$ cat src/rtl/ex_unit.sv
`default_nettype none
// ============================================================================
// Module   : ex_unit
// Purpose  : Execute stage of the 5-stage LoongArch pipeline. Latches the
//            decode-stage bus, computes the ALU result, optionally runs an
//            iterative restoring divider, issues the data SRAM request and
//            hands the 71-bit result bus to the memory stage under the
//            valid/allow-in handshake.
// Ports    : clk, reset (async, active-high)
//            ID_to_EX_Valid / ID_to_EX_Bus / ID_div_en - decode-stage input
//            EX_Allow_in                               - back-pressure to ID
//            ME_Allow_in                               - back-pressure from ME
//            EX_to_ME_Valid / EX_to_ME_Bus             - result to ME
//            data_sram_en/we/addr/wdata                - data SRAM request
//            EX_dest                                   - dest for hazard check
// Macro    : EX_DIV_EN - when defined, the DIV/MOD divider FSM and datapath
//            are built; when undefined, DIV/MOD pass in one cycle carrying
//            their ALU result.
// Revision : 1.0 - initial release
// ============================================================================
module ex_unit #(
    parameter int DIV_ITERS = 32
) (
    input  logic         clk,
    input  logic         reset,
    input  logic         ID_to_EX_Valid,
    input  logic         ME_Allow_in,
    output logic         EX_Allow_in,
    input  logic [149:0] ID_to_EX_Bus,
    input  logic         ID_div_en,
    output logic         EX_to_ME_Valid,
    output logic [70:0]  EX_to_ME_Bus,
    output logic         data_sram_en,
    output logic [3:0]   data_sram_we,
    output logic [31:0]  data_sram_addr,
    output logic [31:0]  data_sram_wdata,
    output logic [4:0]   EX_dest
);

    logic         r_valid;
    logic [149:0] r_bus;
    logic         r_div_en;

    logic [31:0]  w_pc;
    logic [11:0]  w_alu_op;
    logic [31:0]  w_src1;
    logic [31:0]  w_src2;
    logic [31:0]  w_rkd;
    logic         w_mem_we;
    logic         w_res_from_mem;
    logic         w_gr_we;
    logic [4:0]   w_dest;
    logic         w_ready_go;
    logic [31:0]  w_alu_result;
    logic [31:0]  w_result;
    logic [31:0]  w_sra;

    assign w_pc           = r_bus[149:118];
    assign w_alu_op       = r_bus[117:106];
    assign w_src1         = r_bus[105:74];
    assign w_src2         = r_bus[73:42];
    assign w_rkd          = r_bus[41:10];
    assign w_mem_we       = r_bus[9];
    assign w_res_from_mem = r_bus[8];
    assign w_gr_we        = r_bus[7];
    assign w_dest         = r_bus[6:2];

    // ------------------------------------------------------------------
    // Stage registers
    // ------------------------------------------------------------------
    always_ff @(posedge clk or posedge reset) begin
        if (reset) begin
            r_valid  <= 1'b0;
            r_bus    <= '0;
            r_div_en <= 1'b0;
        end else begin
            if (EX_Allow_in) begin
                r_valid <= ID_to_EX_Valid;
            end
            if (EX_Allow_in && ID_to_EX_Valid) begin
                r_bus    <= ID_to_EX_Bus;
                r_div_en <= ID_div_en;
            end
        end
    end

    // ------------------------------------------------------------------
    // ALU: one-hot opcode, AND-OR mux so an all-zero opcode yields 0
    // ------------------------------------------------------------------
    assign w_sra = $signed(w_src1) >>> w_src2[4:0];

    assign w_alu_result =
          ({32{w_alu_op[0]}}  & (w_src1 + w_src2))
        | ({32{w_alu_op[1]}}  & (w_src1 - w_src2))
        | ({32{w_alu_op[2]}}  & {31'b0, $signed(w_src1) < $signed(w_src2)})
        | ({32{w_alu_op[3]}}  & {31'b0, w_src1 < w_src2})
        | ({32{w_alu_op[4]}}  & (w_src1 & w_src2))
        | ({32{w_alu_op[5]}}  & ~(w_src1 | w_src2))
        | ({32{w_alu_op[6]}}  & (w_src1 | w_src2))
        | ({32{w_alu_op[7]}}  & (w_src1 ^ w_src2))
        | ({32{w_alu_op[8]}}  & (w_src1 << w_src2[4:0]))
        | ({32{w_alu_op[9]}}  & (w_src1 >> w_src2[4:0]))
        | ({32{w_alu_op[10]}} & w_sra)
        | ({32{w_alu_op[11]}} & w_src2);

`ifdef EX_DIV_EN
    // ------------------------------------------------------------------
    // Iterative restoring divider operating on magnitudes; signs are
    // re-applied on the way out.
    // ------------------------------------------------------------------
    localparam int c_CNT_W = $clog2(DIV_ITERS) + 1;
    localparam logic [c_CNT_W-1:0] c_CNT_LAST = c_CNT_W'(DIV_ITERS - 1);

    typedef enum logic [1:0] {
        S_IDLE = 2'd0,
        S_BUSY = 2'd1,
        S_DONE = 2'd2
    } div_state_t;

    div_state_t         r_div_state;
    logic [c_CNT_W-1:0] r_cnt;
    logic [31:0]        r_quo;       // dividend shifts out, quotient shifts in
    logic [31:0]        r_rem;
    logic [31:0]        r_divisor;
    logic               r_quo_neg;
    logic               r_rem_neg;
    logic               r_div_zero;

    logic        w_div_signed;
    logic        w_div_rem;
    logic        w_src1_neg;
    logic        w_src2_neg;
    logic [32:0] w_rem_shift;
    logic        w_sub_ok;
    logic [31:0] w_rem_diff;
    logic [31:0] w_rem_next;
    logic [31:0] w_quotient;
    logic [31:0] w_remainder;

    assign w_div_signed = r_bus[1];
    assign w_div_rem    = r_bus[0];
    assign w_src1_neg   = w_div_signed & w_src1[31];
    assign w_src2_neg   = w_div_signed & w_src2[31];

    assign w_rem_shift = {r_rem, r_quo[31]};
    assign w_sub_ok    = w_rem_shift >= {1'b0, r_divisor};
    // The true difference is below the divisor, so 32 bits suffice
    assign w_rem_diff  = w_rem_shift[31:0] - r_divisor;
    assign w_rem_next  = w_sub_ok ? w_rem_diff : w_rem_shift[31:0];

    always_ff @(posedge clk or posedge reset) begin
        if (reset) begin
            r_div_state <= S_IDLE;
            r_cnt       <= '0;
            r_quo       <= '0;
            r_rem       <= '0;
            r_divisor   <= '0;
            r_quo_neg   <= 1'b0;
            r_rem_neg   <= 1'b0;
            r_div_zero  <= 1'b0;
        end else begin
            case (r_div_state)
                S_IDLE: begin
                    if (r_valid && r_div_en) begin
                        r_quo       <= w_src1_neg ? -w_src1 : w_src1;
                        r_divisor   <= w_src2_neg ? -w_src2 : w_src2;
                        r_rem       <= '0;
                        r_quo_neg   <= w_src1_neg ^ w_src2_neg;
                        r_rem_neg   <= w_src1_neg;
                        r_div_zero  <= (w_src2 == 32'd0);
                        r_cnt       <= '0;
                        r_div_state <= S_BUSY;
                    end
                end
                S_BUSY: begin
                    r_rem <= w_rem_next;
                    r_quo <= {r_quo[30:0], w_sub_ok};
                    r_cnt <= r_cnt + 1'b1;
                    if (r_cnt == c_CNT_LAST) begin
                        r_div_state <= S_DONE;
                    end
                end
                S_DONE: begin
                    if (r_valid && ME_Allow_in) begin
                        r_div_state <= S_IDLE;
                    end
                end
                default: r_div_state <= S_IDLE;
            endcase
        end
    end

    // Divide-by-zero forces an all-ones quotient regardless of sign; the
    // remainder then equals |src1| with src1's sign, i.e. src1 itself.
    assign w_quotient  = r_div_zero ? 32'hFFFF_FFFF : (r_quo_neg ? -r_quo : r_quo);
    assign w_remainder = r_rem_neg ? -r_rem : r_rem;

    assign w_ready_go = !r_div_en || (r_div_state == S_DONE);
    assign w_result   = r_div_en ? (w_div_rem ? w_remainder : w_quotient) : w_alu_result;
`else
    logic w_unused_div;

    assign w_ready_go   = 1'b1;
    assign w_result     = w_alu_result;
    assign w_unused_div = &{1'b0, r_div_en, r_bus[1:0]};
`endif

    // ------------------------------------------------------------------
    // Handshake and outputs
    // ------------------------------------------------------------------
    assign EX_Allow_in     = !r_valid || (w_ready_go && ME_Allow_in);
    assign EX_to_ME_Valid  = r_valid && w_ready_go;
    assign EX_to_ME_Bus    = {w_pc, w_result, w_res_from_mem, w_gr_we, w_dest};

    // Request only on the handoff cycle so a stalled access is issued once
    assign data_sram_en    = r_valid && (w_mem_we || w_res_from_mem)
                             && w_ready_go && ME_Allow_in;
    assign data_sram_we    = {4{w_mem_we && data_sram_en}};
    assign data_sram_addr  = w_alu_result;
    assign data_sram_wdata = w_rkd;

    assign EX_dest         = (r_valid && w_gr_we) ? w_dest : 5'd0;

endmodule
`default_nettype wire

$ cat config.mk
export PLATFORM = sky130hd
export DESIGN_NAME = ex_unit
export DESIGN_NICKNAME = d
export VERILOG_FILES = /design/src/rtl/ex_unit.sv
export SDC_FILE = /design/constraint.sdc
export NUM_CORES = 1
export LEC_CHECK = 0
export CAP_MARGIN = 20
export CORE_MARGIN = 2
export CORE_UTILIZATION = 50
export CTS_CLUSTER_DIAMETER = 120
export DETAILED_ROUTE_END_ITERATION = 10
export DONT_BUFFER_PORTS = 1
export PLACE_DENSITY = 0.65
export SYNTH_ARGS = -nofsm -noshare
export SYNTH_HDL_FRONTEND = slang
export SYNTH_SLANG_ARGS = --single-unit
$ cat constraint.sdc
create_clock -name clk -period 5.3 [get_ports clk]
set_clock_uncertainty 0.15 [all_clocks]
set_input_delay 1.325 -clock clk [delete_from_list [all_inputs] [get_ports clk]]
set_output_delay 1.325 -clock clk [all_outputs]
set_load 0.05 [all_outputs]
==> out/metrics.cfg, run 1 <==
[clocking]
cts_tree=built
cts.root.buffer_cell=clkbuf_16
cts.sinks=149
path_clk_slew_ns=0.07
clk_path_buf_depth=2
ctsHtreeMaxLevel=4
numCtsBuffers=17
insertion_delay_ns=0.44

[worst_setup_path]
cp_max_fo=4
path_cells=ha_1 -> nor2b_1 -> a2111oi_1 -> o2111ai_1 -> a31oi_1 -> buf_4 -> o31ai_4 -> a21oi_1 -> o2bb2ai_1 -> or4_1 -> nand4_1 -> buf_12
cpLargestDelayFamily=compound AO/OA/AOI/OAI gates
critPathSlowestCell=a2111oi_1
cpPeakStageDelay_ns=0.51
cp-startpoint=r_bus[89]
cp.required_ns=3.83
crit_buf_inv=2
worstPathArrival_ns=3.78
cp-end-kind=output pin
r2r_start=EX_to_ME_Valid
crit_type=flop to output pin
start_kind=flop

[floorplan]
die_y_um=179
core_area_mm2=0.0299
start_util=0.511
io_pins=302
die_w_um=179
die-area_mm2=0.0320
placement_rows=63

[detailed_routing]
dr.pass1.iters=7
post-route-drc-count=0
routed_wl_um=56000
drtIter0Drc=2022
vias=14200
vias_per_cell=6.77
wl_per_cell_um=26.7
postRouteAntennaNets=0

[yosys]
synthArstFlopShare=1.00
synthTopCellsByCount=mux2_2, dfrtp_1, nor2_1, nand2_1, a21oi_1
synthMuxAreaShare=0.219
synth-edff-count=0
yosys.area_share.simple=0.120
seq_area_frac_synth=0.244
synth_top_family_by_area=multiplexers
yosys_register_bits=149
syn_avg_cell_area_um2=8.69
netlist_instances=1758
yosysMostFrequentCell=mux2_2
yosys-top-cells-area=dfrtp_1, mux2_2, ha_1
yosysUniqueCellTypes=79
synthesis.nets=2012
yosys.area.top_type_share=0.244
synthAdderAreaFrac=0.0821
synth_compound_area_frac=0.207
ys.flop_type=dfrtp_1
yosysTopAreaCell=dfrtp_1
synth-xor-area-share=0.0143
synth_warnings=0
syn_area_mm2=0.0153

[global_route]
use_met1=0.486
antenna_found_initial=1
use_met3=0.0721
grt_pass1_vias=13200
grt_max_degree=95
met2_usage=0.526
gr-max-usage-layer=met2
grt_usage=0.344
grt_pass1_wl_um=81800
gr-total-overflow=0

[pwr]
power_density_mw_per_mm2=445
peakVddDrop_v=0.000327
p_leak_nw=7.25

[sta]
worstMarginPinSlew_ns=1.29
slew_viol_final=0
fmax_mhz=190
min_period_ns=5.26
rsz0062_at_grt=yes
tns_ns=0
hold_violations=0
fin_ws_ns=0.0446
holdWs_ns=0.377
finalCritPeriodShare=0.992
setup_viol=0
max-slew-margin-rel=0.133

[placement]
portBuffers=0
dp.cells=2038
hpwl_um=42500
pre_cts_slack_ns=0.201
routabilityCongestion=1.05
post_dp_cell_area_mm2=0.0159

[worst_hold_path]
min-delay-start=r_bus[109]
hp-class=flop to flop

[finish]
area_delta_synth_final_pct=11.4
fin_nets=1943
drive_above_1_share=0.277
fin_cells=2094
post-route-cell-area_mm2=0.0170

[status]
status=finished, final reports clean

[run]
cap_violations=0

-- final cells by class --
type,count,area (um^2)
Tap cell,390,488
Antenna cell,2,5.00
Sequential cell,149,3740
Clock inverter,14,180
Timing Repair Buffer,147,1560
Fill cell,2701,12900
Clock buffer,18,439
Multi-Input combinational cell,1267,10200
Inverter,107,409
-- power breakdown --
group,switching [mW],internal (mW)
Clock,0.564,0.729
Sequential,0.529,1.30
Combinational,2.78,1.67
-- per-layer routing --
| metal | wire length, um | part of all wire |
|---|---|---|
| met4 | 1570 | 0.028 |
| met5 | 0 | 0 |
| met1 | 23700 | 0.42 |
| met3 | 5740 | 0.10 |
| met2 | 24900 | 0.45 |
-- stage by stage --
step,util,power [mW]
6_report,0.569,7.57
5_1_grt,0.569,7.90
4_1_cts,0.556,7.31
3_5_place_dp,0.532,5.96
3_3_place_gp,0.532,5.92
2_1_floorplan,-,4.81
-- worst reg2reg max path, stage by stage (launching register included) --
cell and delay [ns]:
dfrtp_1 0.75, nand2b_1 0.56, nand2_4 0.71, buf_4 0.57, mux2_2 0.41
-- layout by cell type (no fill, tap or decap), types with 13 or more instances in the layout --
cell type | synthesis | routed
a21o_1 | 17 | 17
nand3_1 | 32 | 31
buf_4 | 108 | 110
nor2_1 | 147 | 146
a31oi_1 | 16 | 14
a211o_1 | 13 | 13
ha_1 | 97 | 84
mux4_2 | 29 | 29
inv_2 | 10 | 15
nand4_1 | 15 | 15
a21oi_1 | 114 | 111
mux2_2 | 165 | 165
clkbuf_16 | 0 | 19
o21ai_0 | 79 | 78
nor3_1 | 24 | 22
nand2_1 | 119 | 117
o211ai_1 | 24 | 24
inv_1 | 96 | 89
a222oi_1 | 28 | 28
dfrtp_1 | 149 | 141
xnor2_1 | 23 | 23
mux2i_1 | 82 | 80
buf_12 | 0 | 29
a221oi_1 | 19 | 17
a211oi_1 | 14 | 13
-- logic make-up after synthesis --
logic type | Yosys count
flops | 149
xor+xnor | 25
fa+ha+maj | 99
mux | 277
simple gates | 407
compound gates | 459
buf+inv | 342
-- what timing repair did --
item / CTS / global route
cloned: 0 / 2
pin swaps: 6 / 16
buffers inserted: 4 / 16
endpoints found under the setup margin: 26 / 34
resized for setup: 20 / 47
hold buffers: 0 / 0
-- sequential cells by signal (all words and copies together), names as in the netlist --
signal,count
EX_to_ME_Valid,1
r_bus,148
-- path summary, 6_finish.rpt --
path | end | slack, ns | depth (start not counted)
worst min register to register | r_bus[109] | 0.38 | 1
worst max-delay path | EX_to_ME_Bus[38] | 0.04 | 12
worst max register to register | r_bus[39] | 2.03 | 4
worst min-delay path | r_bus[109] | 0.38 | 1
max in group asynchronous | r_bus[42] | 3.31 | 2
min in group asynchronous | r_bus[134] | 0.71 | 1
(Power assumes the default switching activity.)
==> run 2, diff against run 1 <==
Settings changed: ABC_AREA set to 1.
==> run 2 against run 1 <==
Compared with the run above:
- register-to-register slack improved by 0.26 ns
- critical path type unchanged
- utilization down 4.6 points
- flip-flop and latch count did not move
- non-clock buffer count is 83 lower
- highest routed layer unchanged
- largest power group unchanged
==> out/metrics.cfg, run 2 <==
[yosys]
yosysTopAreaCell=dfrtp_1  ; unchanged
syn_avg_cell_area_um2=6.20  ; was 8.69 um^2
netlist_instances=2700  ; was 1,758
yosys_register_bits=149  ; unchanged
synth_compound_area_frac=0.0997  ; was 0.207
synthMuxAreaShare=0.0471  ; was 0.219
ys.flop_type=dfrtp_1  ; unchanged
yosysUniqueCellTypes=50  ; was 79
synthesis.nets=2954  ; was 2,012
yosys.area.top_type_share=0.223  ; was 0.244
synthAdderAreaFrac=0.0749  ; was 0.0821
yosys-top-cells-area=dfrtp_1, nand2_1, nand3_1  ; was dfrtp_1, mux2_2, ha_1
synth_top_family_by_area=simple AND/OR/NAND/NOR gates  ; was multiplexers
yosysMostFrequentCell=nand2_1  ; was mux2_2
synth-xor-area-share=0.000523  ; was 0.0143
synth-edff-count=0  ; unchanged
syn_area_mm2=0.0167  ; was 0.0153 mm^2
synth_warnings=0  ; unchanged
synthTopCellsByCount=nand2_1, nand3_1, inv_1, nor2_1, a21oi_1  ; was mux2_2, dfrtp_1, nor2_1, nand2_1, a21oi_1
yosys.area_share.simple=0.397  ; was 0.120
synthArstFlopShare=1.00  ; unchanged
seq_area_frac_synth=0.223  ; was 0.244

[worst_setup_path]
critPathSlowestCell=fa_1  ; was a2111oi_1
cpLargestDelayFamily=simple AND/OR/NAND/NOR gates  ; was compound AO/OA/AOI/OAI gates
worstPathArrival_ns=3.41  ; was 3.78 ns
crit_type=flop to output pin  ; unchanged
cp.required_ns=3.83  ; about the same
cp-end-kind=output pin  ; unchanged
cp-startpoint=r_bus[42]  ; was r_bus[89]
crit_buf_inv=1  ; was 2
cp_max_fo=5  ; was 4
start_kind=flop  ; unchanged
path_cells=ha_1 -> fa_1 -> nand3_1 -> nand3_1 -> nand2_1 -> nand2_1 -> nand2_1 -> nand2_1 -> nand2_1 -> nand2_1 -> nor2_1 -> nor2_1 -> nand2_1 -> buf_12  ; was ha_1 -> nor2b_1 -> a2111oi_1 -> o2111ai_1 -> a31oi_1 -> buf_4 -> o31ai_4 -> a21oi_1 -> o2bb2ai_1 -> or4_1 -> nand4_1 -> buf_12
r2r_start=EX_to_ME_Valid  ; unchanged
crit_top_cell=nand2_1
cpPeakStageDelay_ns=0.51  ; about the same

[worst_hold_path]
hp-class=flop to flop  ; unchanged
min-delay-start=r_bus[9]  ; was r_bus[109]

[floorplan]
core_area_mm2=0.0328  ; was 0.0299 mm^2
die_w_um=187  ; was 179 um
die-area_mm2=0.0349  ; was 0.0320 mm^2
start_util=0.510  ; was 0.511
placement_rows=66  ; was 63
die_y_um=187  ; was 179 um
io_pins=302  ; unchanged

[pwr]
p_total_mw=6.86  ; was 7.57 mW
peakVddDrop_v=0.000405  ; was 0.000327 V
p_leak_nw=8.85  ; was 7.25 nW
power_density_mw_per_mm2=400  ; was 445 mW/mm^2

[global_route]
grt_pass1_wl_um=101000  ; was 81,800 um
grt_pass1_vias=16600  ; was 13.2k
grt_max_degree=106  ; was 95
antenna_found_initial=1  ; unchanged
gr-total-overflow=0  ; unchanged
grt_usage=0.379  ; was 0.344

[placement]
post_dp_cell_area_mm2=0.0166  ; was 0.0159 mm^2
pre_cts_slack_ns=0.978  ; was 0.201 ns
routabilityCongestion=1.03  ; was 1.05
hpwl_um=53100  ; was 42,500 um
dp.cells=2966  ; was 2,038
portBuffers=0  ; unchanged

[finish]
drive_above_1_share=0.0826  ; was 0.277
post-route-cell-area_mm2=0.0171  ; was 0.0170 mm^2
fin_cells=2999  ; was 2,094
largest_reg_flops=148  ; unchanged
fin_util=0.523  ; was 0.569
layout_common_cells=nand2_1, nand3_1, inv_1  ; was mux2_2, nor2_1, dfrtp_1
fin_nets=2797  ; was 1,943
final_common_cell=nand2_1  ; was mux2_2
regMostFlops=r_bus  ; unchanged
area_delta_synth_final_pct=2.46  ; was 11.4%

[clocking]
post_cts_resized=0  ; was 20
clk_path_buf_depth=2  ; unchanged
post_cts_buffers=0  ; was 4
ctsHtreeMaxLevel=4  ; unchanged
cts.root.buffer_cell=clkbuf_16  ; unchanged
cts_tree=built  ; unchanged
numCtsBuffers=17  ; unchanged
cts_hold_buf=0  ; unchanged
insertion_delay_ns=0.44  ; about the same
cts.sinks=149  ; unchanged
path_clk_slew_ns=0.08  ; was 0.07 ns

[detailed_routing]
wl_met3_um=7070  ; was 5740 um
wl_met1_um=27000  ; was 23,700 um
top_layer=met4  ; unchanged
vias_per_cell=5.96  ; was 6.77
routed_wl_um=67600  ; was 56,000 um
drtIter0Drc=2304  ; was 2,022
dr.pass1.iters=6  ; was 7
vias=17900  ; was 14.2k
wl_per_cell_um=22.5  ; was 26.7 um
postRouteAntennaNets=0  ; unchanged
wl_met2_um=29100  ; was 24,900 um
post-route-drc-count=0  ; unchanged

[sta]
max-slew-margin-rel=0.331  ; was 0.133
min_period_ns=4.89  ; was 5.26 ns
worstMarginPinSlew_ns=0.999  ; was 1.29 ns
tns_ns=0  ; unchanged
fmax_mhz=205  ; was 190 MHz
rsz0062_at_grt=no  ; was yes
slew_viol_final=0  ; unchanged
finalCritPeriodShare=0.922  ; was 0.992
setup_viol=0  ; unchanged
hold_violations=0  ; unchanged
fin_ws_ns=0.412  ; was 0.0446 ns
holdWs_ns=0.376  ; was 0.377 ns

[run]
cap_violations=0  ; unchanged

[status]
status=finished, final reports clean  ; unchanged

## run 2: cell types whose count changed after synthesis, moves of 45 or more
cell / previous run / this run
inv_1: 96 / 301
nand3_1: 32 / 470
mux2i_1: 82 / 0
mux2_2: 165 / 70
nor2_1: 147 / 253
clkbuf_1: 76 / 31
nand2_1: 119 / 715
## run 2: final cells by class
| class | instances | area, um^2 |
|---|---|---|
| diodes | 1 | 2.50 |
| well taps | 442 | 553 |
| flip-flops and latches | 149 | 3730 |
| clock inverters | 14 | 160 |
| fillers | 3430 | 15600 |
| multi-input cells | 2004 | 10400 |
| clock buffers | 18 | 429 |
| repair buffers | 64 | 718 |
| inverters | 307 | 1170 |
## run 2: path summary, 6_finish.rpt
check / to / slack (ns) / cells after the start
min reg2reg: r_bus[9] / 0.38 / 1
min in group asynchronous: r_bus[141] / 0.50 / 1
max: EX_to_ME_Bus[19] / 0.41 / 14
max reg2reg: r_bus[33] / 2.29 / 4
min: r_bus[9] / 0.38 / 1
max in group asynchronous: r_bus[111] / 3.62 / 2
## run 2: cell families after synthesis
kind of cell | Yosys count
compound gates | 295
xor+xnor | 1
fa+ha+maj | 99
buf+inv | 547
flops | 149
mux | 70
simple gates | 1539
## run 2: report_power, final
part	switching [mW]	internal, mW
clock	0.622	0.675
sequential	0.538	1.29
combinational	2.66	1.07
total	3.82	3.04
## run 2: routing by layer
layer | up-vias | GRT usage
met5 | - | 0
met4 | 0 | 0.230
met1 | 8214 | 0.492
met3 | 163 | 0.0782
met2 | 1143 | 0.581
li1 | 8362 | -
## run 2: worst reg2reg max path, stage by stage, from the launching register on
cell and delay [ns]:
dfrtp_1 0.71, nand2_1 0.57, nand2_4 0.62, buf_12 0.38, mux2_2 0.47
==> run 3, diff against run 2 <==
Settings changed: CELL_PAD_IN_SITES_DETAIL_PLACEMENT set to 0, CELL_PAD_IN_SITES_GLOBAL_PLACEMENT set to 1, CORE_MARGIN 2 to unset, CORE_UTILIZATION 50 to 41, PLACE_DENSITY 0.65 to 0.75, TNS_END_PERCENT set to 1.
==> run 3 against run 2 <==
Compared with the run above:
- sequential share of layout area is 0.32 points lower
- utilization is 8.8 points lower
- first-iteration DRC count is 19% lower
- final area is 1.5% higher
- power is 1.7% higher
- critical endpoint is now EX_to_ME_Bus[32]
- largest power group unchanged
- highest routed layer unchanged
==> out/metrics.cfg, run 3 (synthesized netlist as in run 2, its figures left out) <==
[status]
status=finished, final reports clean  ; unchanged

[placement]
post_dp_cell_area_mm2=0.0168  ; was 0.0166 mm^2
dp.cells=3054  ; was 2,966
routabilityCongestion=1.00  ; was 1.03
hpwl_um=58500  ; was 53,100 um
portBuffers=0  ; unchanged

[worst_setup_path]
worstPathArrival_ns=3.50  ; was 3.41 ns
start_kind=flop  ; unchanged
rr_worst_depth=4  ; unchanged
rrSetupSlack_ns=2.14  ; was 2.29 ns
cp_max_fo=12  ; was 5
r2r_start=EX_to_ME_Valid  ; unchanged
r2r-end=r_bus[120]  ; was r_bus[33]
cp.required_ns=3.83  ; about the same
crit_type=flop to output pin  ; unchanged
cp-end-kind=output pin  ; unchanged

[finish]
area_delta_synth_final_pct=3.98  ; was 2.46%
fin_nets=2803  ; was 2,797
layout_common_cells=nand2_1, nand3_1, inv_1  ; unchanged
post-route-cell-area_mm2=0.0174  ; was 0.0171 mm^2
drive_above_1_share=0.0851  ; was 0.0826
final_common_cell=nand2_1  ; unchanged
fin_cells=3088  ; was 2,999
largest_reg_flops=148  ; unchanged
fill_cells=4378  ; was 3,430
regMostFlops=r_bus  ; unchanged

[pwr]
peakVddDrop_v=0.000283  ; was 0.000405 V
power_density_mw_per_mm2=401  ; was 400 mW/mm^2
p_leak_nw=8.93  ; was 8.85 nW

[detailed_routing]
postRouteAntennaNets=0  ; unchanged
drtIter0Drc=1862  ; was 2,304
dr.pass1.iters=8  ; was 6
routed_wl_um=73700  ; was 67,600 um
vias=17600  ; was 17.9k
vias_per_cell=5.69  ; was 5.96
wl_per_cell_um=23.9  ; was 22.5 um
post-route-drc-count=0  ; unchanged

[floorplan]
core_area_mm2=0.0400  ; was 0.0328 mm^2
io_pins=302  ; unchanged
die-area_mm2=0.0416  ; was 0.0349 mm^2
die_y_um=204  ; was 187 um
die_w_um=204  ; was 187 um
start_util=0.418  ; was 0.510
placement_rows=73  ; was 66

[global_route]
gr-total-overflow=0  ; unchanged
grt_pass1_vias=16400  ; was 16.6k
grt_pass1_wl_um=107000  ; was 101,000 um
grt_usage=0.353  ; was 0.379
grt_max_degree=150  ; was 106
antenna_found_initial=1  ; unchanged

[sta]
finalCritPeriodShare=0.938  ; was 0.922
tns_ns=0  ; unchanged
holdWs_ns=0.366  ; was 0.376 ns
setup_viol=0  ; unchanged
rsz0062_at_grt=no  ; unchanged
hold_violations=0  ; unchanged
min_period_ns=4.97  ; was 4.89 ns
worstMarginPinSlew_ns=1.05  ; was 0.999 ns
slew_viol_final=0  ; unchanged
fmax_mhz=201  ; was 205 MHz
max-slew-margin-rel=0.301  ; was 0.331

[clocking]
cts_hold_buf=0  ; unchanged
insertion_delay_ns=0.48  ; was 0.44 ns
ctsHtreeMaxLevel=4  ; unchanged
path_clk_slew_ns=0.07  ; was 0.08 ns
cts.sinks=149  ; unchanged
cts.root.buffer_cell=clkbuf_16  ; unchanged
cts_tree=built  ; unchanged
clk_path_buf_depth=2  ; unchanged
numCtsBuffers=17  ; unchanged

[worst_hold_path]
min-delay-start=r_bus[108]  ; was r_bus[9]
hp-class=flop to flop  ; unchanged
holdPathEnd=r_bus[108]  ; was r_bus[9]
whs_path_depth=1  ; unchanged

[run]
cap_violations=0  ; unchanged

-- run 3: worst max-delay path by stage --
stage,from,to,cells after the start,slack [ns]
final,r_bus[105],EX_to_ME_Bus[32],9,0.33
after global placement,r_bus[42],data_sram_addr[0],16,0.68
after global routing,r_bus[42],EX_to_ME_Bus[7],16,0.06
after CTS,r_bus[42],data_sram_addr[0],16,0.14
after floorplan,r_bus[46],data_sram_addr[13],14,0.87
after detailed placement,r_bus[42],data_sram_addr[0],16,0.68
-- run 3: critical path, stage by stage (launching register included) --
cell     delay [ns]
dfrtp_1        0.56
inv_1          0.25
nor2_2         0.07
inv_1          0.44
nand3_1        0.14
nor2_1         0.49
nand3_1        0.15
nor2_1         0.41
nand3_1        0.25
buf_12         0.23
-- run 3: final cells by class --
cell class,count,area [um^2],share of cell area
clock inverter,15,194,0.0111
antenna,1,2.50,0.000144
inverter,307,1170,0.0670
tap,525,657,0.0378
timing repair buffer,70,838,0.0482
sequential,149,3730,0.215
multi-input combinational,2004,10400,0.597
clock buffer,17,425,0.0244
-- run 3: report_power, final --
part / internal, mW / total [mW] / switching, mW
Combinational: 1.09 / 3.85 / 2.76
Sequential: 1.29 / 1.82 / 0.526
Clock: 0.645 / 1.30 / 0.652
-- run 3: what timing repair did --
action,CTS,global route
endpoints found under the setup margin,0,4
setup buffers,0,1
resized for setup,0,1
-- run 3: routing by layer --
| layer | track usage | vias up | part of all wire |
|---|---|---|---|
| li1 | - | 8388 | - |
| met5 | 0 | - | 0 |
| met3 | 0.0641 | 114 | 0.080 |
| met1 | 0.467 | 8203 | 0.43 |
| met2 | 0.557 | 859 | 0.45 |
| met4 | 0.160 | 0 | 0.045 |
-- run 3: stage by stage --
stage,power (mW),utilization,setup slack (ns)
floorplan,4.53,-,0.874
detailed placement,5.60,0.419,0.676
CTS,6.91,0.435,0.138
global route,7.39,0.435,0.0644
finish,6.97,0.435,0.326
global placement,5.58,0.419,0.682
